<file path="config.mk">
export PLATFORM = sky130hd
export DESIGN_NAME = copro_issue_maindec
export DESIGN_NICKNAME = d
export VERILOG_FILES = /design/src/rtl/copro_issue_maindec.sv
export SDC_FILE = /design/constraint.sdc
export NUM_CORES = 1
export LEC_CHECK = 0
export ABC_CLOCK_PERIOD_IN_PS = 5010
export CORE_ASPECT_RATIO = 1.5
export CORE_MARGIN = 3
export CORE_UTILIZATION = 49
export CTS_BUF_LIST = sky130_fd_sc_hd__clkbuf_16
export DETAILED_ROUTE_END_ITERATION = 6
export PLACE_DENSITY = 0.86
export SLEW_MARGIN = 10
export SYNTH_ARGS = -nofsm -noshare
export SYNTH_HDL_FRONTEND = slang
export SYNTH_SLANG_ARGS = --single-unit
</file>
<file path="constraint.sdc">
create_clock -name clk -period 5.01 [get_ports clk]
set_input_delay 1.002 -clock clk [delete_from_list [all_inputs] [get_ports clk]]
set_output_delay 1.002 -clock clk [all_outputs]
set_load 0.05 [all_outputs]
</file>
<file path="src/rtl/copro_issue_maindec.sv">
// Main decoder with a multi-cycle coprocessor issue FSM (IDLE/ISSUE/WAIT/WB).
// Define COPRO_PERF_CNT_EN to add the perf_stall_cycles / perf_issues counters.
module copro_issue_maindec #(
    parameter int                   NUM_COPRO = 2,
    parameter logic [NUM_COPRO-1:0] SRCA_MASK = 2'b10,
    parameter int                   TIMEOUT_W = 8
) (
    input  logic                 clk,
    input  logic                 reset,
    input  logic                 instr_valid,
    input  logic [6:0]           op,
    input  logic [NUM_COPRO-1:0] copro_done,
    output logic [NUM_COPRO-1:0] copro_start,
    output logic                 stall,
    output logic                 RegWrite,
    output logic                 MemWrite,
    output logic                 Branch,
    output logic                 Jump,
    output logic                 PCRControl,
    output logic                 ALU3SrcA,
    output logic [1:0]           ImmSrc,
    output logic [1:0]           ALU3SrcB,
    output logic [1:0]           ResultSrc,
    output logic [2:0]           ALUOp,
    output logic                 illegal,
    output logic                 timeout
`ifdef COPRO_PERF_CNT_EN
    ,
    output logic [31:0]          perf_stall_cycles,
    output logic [15:0]          perf_issues
`endif
);

    localparam int                   CH_W     = (NUM_COPRO > 1) ? $clog2(NUM_COPRO) : 1;
    localparam logic [6:0]           NUM_OP   = 7'(NUM_COPRO);
    localparam logic [TIMEOUT_W-1:0] CNT_LAST = {{(TIMEOUT_W-1){1'b1}}, 1'b0};

    localparam logic [6:0] OP_LW   = 7'b0000011;
    localparam logic [6:0] OP_SW   = 7'b0100011;
    localparam logic [6:0] OP_R    = 7'b0110011;
    localparam logic [6:0] OP_BR   = 7'b1100011;
    localparam logic [6:0] OP_IALU = 7'b0010011;
    localparam logic [6:0] OP_JAL  = 7'b1101111;
    localparam logic [6:0] OP_JALR = 7'b1100111;

    typedef enum logic [1:0] {S_IDLE, S_ISSUE, S_WAIT, S_WB} state_t;

    typedef struct packed {
        logic       reg_write;
        logic       mem_write;
        logic       branch;
        logic       jump;
        logic       pcr;
        logic       srca;
        logic [1:0] imm_src;
        logic [1:0] srcb;
        logic [1:0] result_src;
        logic [2:0] alu_op;
        logic       illegal;
    } ctl_t;

    state_t                 state, state_n;
    logic [CH_W-1:0]        ch, ch_n;
    logic [TIMEOUT_W-1:0]   cnt, cnt_n;
    logic                   timeout_n;
    ctl_t                   ctl;
    logic                   stall_c;
    logic [NUM_COPRO-1:0]   start_c;

    function automatic ctl_t decode(input logic [6:0] o);
        ctl_t c;
        c = '0;
        unique case (o)
            OP_LW:   begin c.reg_write = 1'b1; c.srcb = 2'b01; c.result_src = 2'b01; end
            OP_SW:   begin c.mem_write = 1'b1; c.imm_src = 2'b01; c.srcb = 2'b01; end
            OP_R:    begin c.reg_write = 1'b1; c.alu_op = 3'b010; end
            OP_BR:   begin c.branch = 1'b1; c.imm_src = 2'b10; c.alu_op = 3'b001; end
            OP_IALU: begin c.reg_write = 1'b1; c.srcb = 2'b01; c.alu_op = 3'b010; end
            OP_JAL:  begin c.reg_write = 1'b1; c.imm_src = 2'b11; c.result_src = 2'b10; c.jump = 1'b1; end
            OP_JALR: begin
                c.reg_write  = 1'b1;
                c.srcb       = 2'b01;
                c.result_src = 2'b10;
                c.jump       = 1'b1;
                c.pcr        = 1'b1;
            end
            default: c.illegal = 1'b1;
        endcase
        return c;
    endfunction

    always_comb begin
        // NOTE: every variable gets a default first so no path can infer a latch.
        state_n   = state;
        ch_n      = ch;
        cnt_n     = cnt;
        timeout_n = timeout;
        ctl       = '0;
        stall_c   = 1'b0;
        start_c   = '0;
        unique case (state)
            S_IDLE: begin
                if (instr_valid) begin
                    if (op < NUM_OP) begin
                        stall_c = 1'b1;
                        ch_n    = op[CH_W-1:0];
                        state_n = S_ISSUE;
                    end else begin
                        ctl = decode(op);
                    end
                end
            end
            S_ISSUE: begin
                stall_c = 1'b1;
                start_c = NUM_COPRO'(1) << ch;
                cnt_n   = '0;
                state_n = S_WAIT;
            end
            S_WAIT: begin
                stall_c = 1'b1;
                if (copro_done[ch]) begin
                    state_n = S_WB;
                end else if (cnt == CNT_LAST) begin
                    // This is the last permitted wait cycle: give up, retire as NOP.
                    timeout_n = 1'b1;
                    state_n   = S_IDLE;
                end else begin
                    cnt_n = cnt + TIMEOUT_W'(1);
                end
            end
            S_WB: begin
                ctl.reg_write  = 1'b1;
                ctl.result_src = 2'b11;
                ctl.srcb       = 2'b10;
                ctl.alu_op     = 3'b110;
                ctl.srca       = SRCA_MASK[ch];
                state_n        = S_IDLE;
            end
            default: state_n = S_IDLE;
        endcase
    end

    always_ff @(posedge clk or negedge reset) begin
        if (!reset) begin
            state   <= S_IDLE;
            ch      <= '0;
            cnt     <= '0;
            timeout <= 1'b0;
        end else begin
            // NOTE: state registers use non-blocking assignments so all update together at the edge.
            state   <= state_n;
            ch      <= ch_n;
            cnt     <= cnt_n;
            timeout <= timeout_n;
        end
    end

    // Outputs are forced low while reset is held, independent of the clock.
    assign copro_start = reset ? start_c : '0;
    assign stall       = reset & stall_c;
    assign RegWrite    = reset & ctl.reg_write;
    assign MemWrite    = reset & ctl.mem_write;
    assign Branch      = reset & ctl.branch;
    assign Jump        = reset & ctl.jump;
    assign PCRControl  = reset & ctl.pcr;
    assign ALU3SrcA    = reset & ctl.srca;
    assign ImmSrc      = reset ? ctl.imm_src    : 2'b00;
    assign ALU3SrcB    = reset ? ctl.srcb       : 2'b00;
    assign ResultSrc   = reset ? ctl.result_src : 2'b00;
    assign ALUOp       = reset ? ctl.alu_op     : 3'b000;
    assign illegal     = reset & ctl.illegal;

`ifdef COPRO_PERF_CNT_EN
    always_ff @(posedge clk or negedge reset) begin
        if (!reset) begin
            perf_stall_cycles <= '0;
            perf_issues       <= '0;
        end else begin
            if (stall && (perf_stall_cycles != 32'hFFFF_FFFF))
                perf_stall_cycles <= perf_stall_cycles + 32'd1;
            if (state == S_IDLE && state_n == S_ISSUE)
                perf_issues <= perf_issues + 16'd1;
        end
    end
`endif

endmodule
</file>
==> out/qor.yml <==
status: "finished, final reports clean"
syn_to_final_growth_pct: 40.8
portBuffers: 31
clock_latency_ps: 250
grt_overflow_total: 0
cp_top_family: "buffers and inverters"
critPathArrivalTime_ps: 3480
ys_ff_latch: 12
r2r_setup_slack_ps: 2840
period_minus_slack_ps: 4480
path_max_fanout: 7
critical_path_class: "input port to output port"
worstPathCellList: "clkdlybuf4s50_1 -> or2_2 -> nor3_2 -> a21oi_1 -> o31ai_1 -> clkdlybuf4s50_1"
slew_headroom_pct: 38.9
fin_util_pct: 74.6
drv_slew: 0
placed_area_um2: 1320
rsz0062_at_grt: "no"
grt_max_degree: 18
drc_errors: 0
die_x_um: 42.8
ir_worst_vdd_mv: 0.384
clk_pin_slew_ps: 50
end_kind: "output port"
antenna_found_initial: 0
setup_tns_ps: 0
fin_crit_sh_pct: 89.4
synth.distinct_cells: 36
grt_pass1_wl_um: 4790
skew_ps: 5.45
num_antenna_cells: 0
cts-hold-fix-buffers: 0
p_int_w: 0.000317
crit_top_cell: "clkdlybuf4s50_1"
die_h_um: 61.2
tightest_slew_ps: 913
p_clk_share_pct: 26.9
netlist_area_um2: 995
cts-resized-gates: 0
coreArea_um2: 1880
fin_area_um2: 1400
power_w: 0.000571
yosys_warnings: 0
vias_per_cell: 6.32
hold_viol: 0
io_pins: 32
globalplace.congestion: 0.835
cts_buffers: 3
cts_tree: "yes"
crit_buf_inv: 2
p_sw_w: 0.000255
cts_max_level: 1
comb_power_share_pct: 48.7
dr_total_vias: 1100
grt_pass1_vias: 1115
seq_power_share_pct: 24.4
crit_slowest_cell: "clkdlybuf4s50_1"
std_cell_rows: 19
clock_sink_count: 12
fillers: 138
cpPeakStageDelay_ps: 860
hold_path.class: "flop to flop"
ant_nets: 0
initial_core_util_pct: 53.0
wl_per_cell_um: 16.9
synth_area_per_cell_um2: 8.36
hpwl_um: 2220
syn_inst: 119
startpoint_type: "input port"
synth_nets: 138
dieArea_um2: 2620
drive_above_1_share_pct: 7.84
finalNetCount: 173
cts_setup_buffers: 0
drt_pass1_iterations: 4
leakage_nw: 0.608
ys_seq_area_share_pct: 30.2
setup_viol: 0
cap_violations: 0
netSwitchingFraction_pct: 44.6
fmax_mhz: 223
drtIter0Drc: 28
clk_path_buf_depth: 2
routed_wl_um: 2950
pwr_density_cell_nw_per_um2: 408
grt_use_total_pct: 24.4
cp.required_ps: 4010
clockRootBuffer: "clkbuf_16"
==> power groups by stage <==
stage | Sequential (W) | Clock [W] | Combinational, W
after CTS | 0.000139 | 0.000150 | 0.000276
after detailed placement | 0.000140 | 0 | 0.000273
final | 0.000140 | 0.000153 | 0.000278
after global placement | 0.000138 | 0 | 0.000263
after floorplan | 0.000134 | 0 | 0.000193
after global routing | 0.000143 | 0.000155 | 0.000301
==> logic make-up after synthesis <==
kind of cell	after synthesis	synth area share (%)
simple gates	51	28.3
compound gates	30	21.4
buf+inv	14	6.04
flops	12	30.2
fa+ha+maj	7	8.80
mux	5	5.28
==> worst reg2reg max path, delay by kind of cell (launching register included) <==
| family | cells | cell delay, ps |
|---|---|---|
| AO/OA/AOI/OAI | 3 | 1300 |
| flip-flops | 1 | 420 |
| adder cells (fa/ha/maj) | 1 | 150 |
| AND/OR/NAND/NOR | 1 | 130 |
| buffers and inverters | 1 | 80 |
==> synth_stat cells <==
cell / n / area share [%]
a31o_2: 1 / 0.88
dfrtp_1: 12 / 30
nor2b_1: 1 / 0.63
nand2b_1: 3 / 1.9
nand4_4: 1 / 2.1
a211oi_1: 1 / 0.75
o311ai_0: 1 / 0.88
nand2_1: 14 / 5.3
a22oi_1: 2 / 1.5
or2_2: 1 / 0.63
nor3_1: 5 / 2.5
or2_0: 1 / 0.63
o21a_1: 1 / 0.75
nand3_1: 6 / 3.0
a21boi_0: 2 / 1.5
nor4_1: 3 / 1.9
o31a_2: 1 / 1.0
o211a_1: 1 / 1.0
o21ai_0: 3 / 1.5
inv_1: 12 / 4.5
o21ai_1: 1 / 0.50
nor2_1: 4 / 1.5
a21boi_1: 2 / 1.5
nor3_2: 1 / 1.0
ha_1: 7 / 8.8
mux2i_1: 3 / 3.0
o32a_1: 1 / 1.0
o211ai_1: 1 / 0.75
a21oi_1: 6 / 3.0
o41ai_1: 2 / 1.8
or4_1: 2 / 1.5
o31ai_1: 4 / 3.0
nand4_1: 3 / 1.9
and3_1: 6 / 3.8
buf_4: 2 / 1.5
mux2_2: 2 / 2.3
==> cell usage in the layout, fill, tap and decap left out, types with 2 or more instances in the layout <==
master           instances
a21boi_0                 2
a21boi_1                 2
a21oi_1                  6
a22oi_1                  2
and3_1                   6
buf_4                    2
clkbuf_16                3
clkdlybuf4s50_1         30
dfrtp_1                 12
ha_1                     7
inv_1                   12
mux2_2                   2
mux2i_1                  3
nand2_1                 14
nand2b_1                 3
nand3_1                  6
nand4_1                  3
nor2_1                   4
nor3_1                   5
nor4_1                   3
o21ai_0                  3
o31ai_1                  4
o41ai_1                  2
or4_1                    2
==> area by class of cell <==
type                    instances  area, um2  share of cell area [%]
multi-input cells              93        634                    45.3
repair buffers                 32        315                    22.5
flip-flops and latches         12        300                    21.4
clock buffers                   3       75.1                    5.36
inverters                      12       45.0                    3.22
well taps                      21       26.3                    1.88
clock inverters                 1       3.75                   0.268
==> worst paths after layout <==
kind | start | to | cells after the start
max | op[3] | RegWrite | 6
min | timeout$_DFFE_PN0P_ | timeout$_DFFE_PN0P_ | 1
max reg2reg | cnt[0]$_DFFE_PN0P_ | state[1]$_DFFE_PN0P_ | 6
min reg2reg | timeout$_DFFE_PN0P_ | timeout$_DFFE_PN0P_ | 1
max in group asynchronous | reset | cnt[5]$_DFFE_PN0P_ | 2
min in group asynchronous | reset | state[1]$_DFFE_PN0P_ | 2
==> through the flow <==
step | hold slack, ps | instances | setup slack (ps)
floorplan | 505 | 119 | 688
global placement | 455 | 170 | 664
detailed placement | 453 | 170 | 515
CTS | 463 | 174 | 528
global route | 489 | 174 | 444
finish | 461 | 174 | 533
==> metal layers <==
layer  vias up  routed length (um)  track usage (%)
met5         -                   0                0
met4         0                  82             12.9
li1        506                   -                -
met2        53                1600             50.2
met1       532                1050             21.1
met3         9                 215             5.56
==> sequential cells by signal, indices dropped and copies added, names as in the netlist <==
name	count
cnt	8
timeout	1
ch	1
state	2
(Power assumes the default switching activity.)
